[src/rtl/core_xreg_sb.sv]
// core_xreg_sb: parametrised register file with write-through bypass and per-register busy scoreboard.
module core_xreg_sb #(
  parameter int DATA_W   = 32,
  parameter int NUM_REGS = 32,
  parameter int ADDR_W   = $clog2(NUM_REGS),
  parameter int RD_PORTS = 2,
  parameter int ZERO_REG = 1
) (
  input  logic                         clk_i,
  input  logic                         rst_n_i,
  input  logic [RD_PORTS*ADDR_W-1:0]   raddr_i,
  output logic [RD_PORTS*DATA_W-1:0]   rdata_o,
  output logic [RD_PORTS-1:0]          rbusy_o,
  input  logic                         wb0_vld_i,
  input  logic [ADDR_W-1:0]            wb0_addr_i,
  input  logic [DATA_W-1:0]            wb0_data_i,
  input  logic                         wb1_vld_i,
  input  logic [ADDR_W-1:0]            wb1_addr_i,
  input  logic [DATA_W-1:0]            wb1_data_i,
  input  logic                         issue_vld_i,
  input  logic [ADDR_W-1:0]            issue_addr_i,
  input  logic                         flush_i,
  output logic                         sb_idle_o
);
  localparam logic [ADDR_W:0] LP_N = (ADDR_W+1)'(NUM_REGS);

  function automatic logic f_ok(input logic [ADDR_W-1:0] a);
    return ({1'b0, a} < LP_N) && !((ZERO_REG != 0) && (a == '0));
  endfunction

  logic [DATA_W-1:0]   r_regs [NUM_REGS];
  logic [NUM_REGS-1:0] r_busy;
  logic                r_idle;
  logic [NUM_REGS-1:0] w_busy_nxt;
  logic                w_wb0_ok, w_wb1_ok, w_iss_ok;

  assign w_wb0_ok  = wb0_vld_i && f_ok(wb0_addr_i);
  assign w_wb1_ok  = wb1_vld_i && f_ok(wb1_addr_i);
  assign w_iss_ok  = issue_vld_i && f_ok(issue_addr_i);
  assign sb_idle_o = r_idle;

  // Flush beats issue, issue beats a same-cycle writeback to the same register.
  always_comb begin
    w_busy_nxt = r_busy;
    for (int r = 0; r < NUM_REGS; r++)
      w_busy_nxt[r] = flush_i ? 1'b0
                    : (w_iss_ok && issue_addr_i == ADDR_W'(r)) ? 1'b1
                    : ((w_wb0_ok && wb0_addr_i == ADDR_W'(r)) ||
                       (w_wb1_ok && wb1_addr_i == ADDR_W'(r))) ? 1'b0
                    : r_busy[r];
  end

  always_ff @(posedge clk_i or negedge rst_n_i) begin
    if (!rst_n_i) begin
      r_regs <= '{default: '0};
      r_busy <= '0;
      r_idle <= 1'b1;
    end else begin
      for (int r = 0; r < NUM_REGS; r++)
        if (w_wb1_ok && wb1_addr_i == ADDR_W'(r)) r_regs[r] <= wb1_data_i;
        else if (w_wb0_ok && wb0_addr_i == ADDR_W'(r)) r_regs[r] <= wb0_data_i;
      r_busy <= w_busy_nxt;
      r_idle <= ~|w_busy_nxt;
    end
  end

  for (genvar k = 0; k < RD_PORTS; k++) begin : g_rd
    logic [ADDR_W-1:0] w_ra, w_ix;
    logic              w_ok, w_h0, w_h1;
    assign w_ra = raddr_i[k*ADDR_W +: ADDR_W];
    assign w_ok = f_ok(w_ra);
    assign w_ix = w_ok ? w_ra : '0;
    assign w_h0 = wb0_vld_i && wb0_addr_i == w_ra;
    assign w_h1 = wb1_vld_i && wb1_addr_i == w_ra;
    assign rdata_o[k*DATA_W +: DATA_W] = !w_ok ? '0 : w_h1 ? wb1_data_i : w_h0 ? wb0_data_i : r_regs[w_ix];
    assign rbusy_o[k] = w_ok && r_busy[w_ix] && !(w_h0 || w_h1);
  end
endmodule

[config.mk]
export PLATFORM = sky130hd
export DESIGN_NAME = core_xreg_sb
export DESIGN_NICKNAME = d
export VERILOG_FILES = /design/src/rtl/core_xreg_sb.sv
export SDC_FILE = /design/constraint.sdc
export NUM_CORES = 2
export LEC_CHECK = 0
export BUFFER_PORTS_ARGS = -buffer_cell sky130_fd_sc_hd__clkbuf_2
export CELL_PAD_IN_SITES_DETAIL_PLACEMENT = 1
export CELL_PAD_IN_SITES_GLOBAL_PLACEMENT = 1
export CORE_MARGIN = 8
export CORE_UTILIZATION = 42
export CTS_CLUSTER_SIZE = 16
export DETAILED_ROUTE_END_ITERATION = 16
export PLACE_DENSITY = 0.78
export SYNTH_ARGS = -nofsm -noshare
export SYNTH_HDL_FRONTEND = slang
export SYNTH_SLANG_ARGS = --single-unit
[constraint.sdc]
create_clock -name clk_i -period 9.2 [get_ports clk_i]
set_clock_uncertainty 0.1 [all_clocks]
set_input_delay 1.84 -clock clk_i [delete_from_list [all_inputs] [get_ports clk_i]]
set_output_delay 1.84 -clock clk_i [all_outputs]
set_load 0.02 [all_outputs]
# Word level (Yosys, flattened, before mapping)
# Index checks and enable logic that the tools add are counted.
# word_totals
word_cells,502
in_bits,95
output_inout_bits,67
register_bits,1057
# op_classes
order_cmp,4
n_reduce_logical,187
eq_ne,97
bitwise,2
muxes,178
# op_table
cell,n
32-bit two-way mux,74
32-bit binary-select mux with 5-bit select,2
5-bit == test (second input constant),48
5-bit by 4-bit == test with 1-bit output (second input constant),24
1-bit logical AND,107
1-bit two-way mux,98
2-bit nonzero test,32
5-bit by 3-bit == test with 1-bit output (second input constant),12
1-bit logical OR,34
32-bit OR reduction,1
5-bit by 2-bit == test with 1-bit output (second input constant),6
5-bit zero test,5
5-bit == test,4
5-bit by 1-bit == test with 1-bit output (second input constant),3
6-bit >= comparator (second input constant),2
5-bit by 6-bit less-than comparator with 1-bit output (second input constant),2
5-bit NOT with 6-bit output,2
1-bit binary-select mux with 5-bit select,2
5-bit two-way mux,2
1-bit zero test,8

# Longest topological paths before layout
# logic_depth
depth_word,10
ltp_mapped,9
mapped_depth_nobuf,6

# Worst setup path after synthesis
# Ideal clock, no wire load.
# synth_timing
path_type,in2out
startpoint,input port raddr_i[0]
endpoint,output port rdata_o[4]
setup_slack_ps,3478
path_buffers,4
t_required_ps,7260
stages,8
t_arrival_ps,3782
cell_sequence,buf_2 buf_2 buf_2 buf_2 mux4_2 mux2i_1 a22oi_1 a22o_1
# synth_via
elab_chain_cells,9
elab_cells_between_ends,13
cone_classes,eq/ne: 2; mux: 7; bitwise: 1; reduce/logical: 3
# synth_rtl
element,line,source
start: declaration,11,"input logic [RD_PORTS*ADDR_W-1:0] raddr_i,"
5-bit zero test,28,"return ({1'b0, a} < LP_N) && !((ZERO_REG != 0) && (a == '0));"
5-bit two-way mux,72,assign w_ix = w_ok ? w_ra : '0;
5-bit NOT with 6-bit output (not written as such),75,assign rdata_o[k*DATA_W +: DATA_W] = !w_ok ? '0 : w_h1 ? wb1_data_i : w_h0 ? wb0_data_i : r_regs[w_ix];
32-bit binary-select mux with 5-bit select,75,
32-bit two-way mux (not written as such) (2 in a row),75,
32-bit two-way mux (2 in a row),75,
32-bit two-way mux (*),75,
end: declaration,12,"output logic [RD_PORTS*DATA_W-1:0] rdata_o,"
# Every way passes the cells marked *; elsewhere a longest branch is shown, timed or not. The select of a mux whose other input is x is not followed.

# Worst setup path in the final report
# layout_timing
startpoint,input port raddr_i[5]
endpoint,output port rdata_o[61]
# The elaborated chain is that of the path after synthesis.

==> impl_metrics.py <==
metrics = {
    "outcome": {
        "outcome": "completed",
    },
    "critical_path": {
        "arrival_ns": 5.72,
        "cp_data_required_time_ns": 7.26,
        "path_class": "input port to primary output",
        "crit_path_max_fanout": 39,
        "start_kind": "input port",
        "crit_path_end_kind": "primary output",
    },
    "placement": {
        "finalWeightedCongestion": 0.942,
        "port_buffers": 161,
        "dp_cells": 7750,
        "hpwl_mm": 159,
        "place_ws_ns": 1.96,
    },
    "die": {
        "fp.dieW_um": 415,
        "rows": 146,
        "io_pins": 162,
        "initial_core_util_pct": 42.3,
        "die_h_um": 415,
        "dieArea_mm2": 0.172,
        "design.core.area_mm2": 0.158,
    },
    "finish": {
        "fin_nets": 5888,
        "final_cells": 7973,
        "ff_latch_area_mm2": 0.0265,
        "area_growth_pct": 8.54,
        "layout_common_cells": "mux2i_1, dfrtp_1, nor2_1, a21oi_1, mux4_2",
        "final_common_cell": "mux2i_1",
        "fill_cells": 16731,
        "drive_above_1_share_pct": 20.0,
        "multi_input_area_mm2": 0.0375,
    },
    "power_and_ir_drop": {
        "peakVddDrop_uv": 167,
        "p_leak_nw": 31.7,
        "power_mw": 16.4,
        "power.density_mw_per_mm2": 225,
    },
    "route": {
        "remaining_drc_errors": 0,
        "drtIter0Drc": 7854,
        "ant_nets": 0,
        "drt-vias-per-instance": 7.14,
        "dr.pass1.iters": 6,
        "vias": 56917,
        "drt-total-wl_mm": 294,
        "post_drt_wl_per_cell_um": 36.9,
    },
    "synthesis": {
        "synth-seq-area-share_pct": 39.5,
        "ys_warn_count": 0,
        "synth_area_per_cell_um2": 10.7,
        "ys.flop_type": "dfrtp_1",
        "synth-edff-count": 0,
        "ys_ff_latch": 1057,
        "ys_async_sr_fraction_pct": 100,
        "netlist_area_mm2": 0.0670,
        "synth_cells": 6242,
        "synth_nets": 6337,
        "synth_cell_types": 57,
    },
    "timing": {
        "fin_crit_ns": 7.66,
        "fmax_mhz": 131,
        "drv_slew": 0,
        "setup_viol": 0,
        "fin_crit_sh_pct": 83.3,
        "rsz0062_at_grt": "no",
        "layout_setup_ws_ns": 1.54,
        "slew_headroom_pct": 8.17,
        "finalHoldViolCount": 0,
        "tightest_slew_ns": 1.38,
        "hold_ws_ns": 0.297,
        "setup-tns-final_ns": 0,
    },
    "clocking": {
        "clk_pin_slew_ns": 0.06,
        "cts_setup_buffers": 0,
        "h-tree-depth": 3,
        "cts_tree": "yes",
        "clock_path_buffers": 3,
        "cts_root_buffer": "clkbuf_16",
        "cts_resized": 0,
        "cts_made_buffers": 113,
        "cts_hold_buffers": 0,
        "cts.sink_count": 1057,
        "clk_latency_ns": 0.78,
    },
    "global_routing": {
        "grt_pass1_vias": 60400,
        "antenna_found_initial": 19,
        "overflow": 0,
        "grt_pass1_wl_mm": 424,
        "grtUsageTotal_pct": 33.0,
        "grt_max_degree": 160,
    },
    "run": {
        "maxCapViolCount": 0,
    },
    "min_path": {
        "hp-class": "flop to flop",
    },
}
## through the flow
step           area [µm²]  utilization [%]
6_report            72700             45.9
4_1_cts             72600             45.9
5_1_grt             72700             45.9
3_3_place_gp        68500             43.3
2_1_floorplan       67000                -
3_5_place_dp        68500             43.3
## cell type report
| class | instances | share of cell area (%) |
|---|---|---|
| Clock inverter | 51 | 1.09 |
| Antenna cell | 14 | 0.0482 |
| Sequential cell | 1057 | 36.4 |
| Timing Repair Buffer | 274 | 2.58 |
| Tap cell | 2072 | 3.57 |
| Clock buffer | 158 | 4.58 |
| Multi-Input combinational cell | 4330 | 51.6 |
| Inverter | 17 | 0.0878 |
## power breakdown
part,switching [mW],internal [mW],total (mW)
clock,2.12,3.08,5.19
combinational,2.23,2.10,4.33
sequential,1.02,5.83,6.86
total,5.37,11.0,16.4
## per-layer routing
layer  global-route usage, %  share of wire (%)
met1                    38.4                 34
met2                    49.2                 44
met3                    9.07                 11
met4                    30.9                 11
met5                       0              0.020
## worst max-delay path, cell delays in order
cell      delay [ns]
buf_8           0.42
xor2_1          0.21
nor4_1          0.07
nand3_1         0.58
nand3_2         1.09
nor3_1          1.08
a221o_1         0.23
clkbuf_2        0.18
## synthesized netlist by cell type, types with 3 or more instances
cell | number | area (µm²)
mux2_2 | 90 | 1010
or3b_2 | 5 | 43.8
o211ai_1 | 7 | 52.6
clkbuf_2 | 23 | 115
o21ai_0 | 486 | 2430
dfrtp_1 | 1056 | 26400
buf_6 | 3 | 33.8
nand2b_1 | 7 | 43.8
buf_4 | 6 | 45.0
o32ai_1 | 18 | 158
mux2i_1 | 1131 | 11300
nor2_1 | 576 | 2160
nor4_2 | 3 | 37.5
nand2_1 | 514 | 1930
nor4_1 | 9 | 56.3
nor3b_1 | 5 | 37.5
inv_1 | 16 | 60.1
nand3b_1 | 9 | 67.6
buf_1 | 84 | 315
nand4_1 | 3 | 18.8
a211oi_1 | 68 | 510
buf_2 | 175 | 876
clkbuf_1 | 547 | 2050
or4_1 | 3 | 22.5
or2_2 | 10 | 62.6
and3b_1 | 3 | 26.3
nand3_1 | 8 | 40.0
xnor2_1 | 8 | 70.1
a21oi_1 | 540 | 2700
mux4_2 | 532 | 12000
o221ai_1 | 7 | 61.3
o22ai_1 | 77 | 482
a22o_1 | 64 | 561
and3_1 | 3 | 18.8
or3_1 | 3 | 18.8
nand4b_1 | 5 | 43.8
nor2b_1 | 45 | 282
a221o_1 | 25 | 250
nor3_1 | 22 | 110
nand4bb_1 | 3 | 33.8
a22oi_1 | 13 | 97.6
xor2_1 | 12 | 105
## cells by family (layout without fill, tap and decap cells)
family	Yosys count	after routing	synth area share (%)
other	0	14	0
muxes	1753	1753	36.3
buffers and inverters	855	500	5.23
and+or+nand+nor	1246	1246	7.69
xor gates and xnor gates	20	20	0.262
DFF	1057	1057	39.5
AOI/OAI and AO/OA	1311	1311	11.0
## flip-flops by register name, indices dropped and copies added, names as in the netlist
signal / cells
r_regs: 1024
r_busy: 32
sb_idle_o: 1
## final timing paths
kind / startpoint / to / slack (ns) / cells after the start
worst min register to register: r_regs[996]$_DFFE_PN0P_ / r_regs[996]$_DFFE_PN0P_ / 0.30 / 0
min in group asynchronous: rst_n_i / r_regs[983]$_DFFE_PN0P_ / 0.93 / 1
worst max register to register: r_busy[18]$_DFF_PN0_ / sb_idle_o$_DFF_PN1_ / 7.32 / 5
worst max-delay path: raddr_i[5] / rdata_o[61] / 1.54 / 8
max in group asynchronous: rst_n_i / r_regs[389]$_DFFE_PN0P_ / 5.89 / 3
worst min-delay path: r_regs[996]$_DFFE_PN0P_ / r_regs[996]$_DFFE_PN0P_ / 0.30 / 0
(Power assumes the default switching activity.)
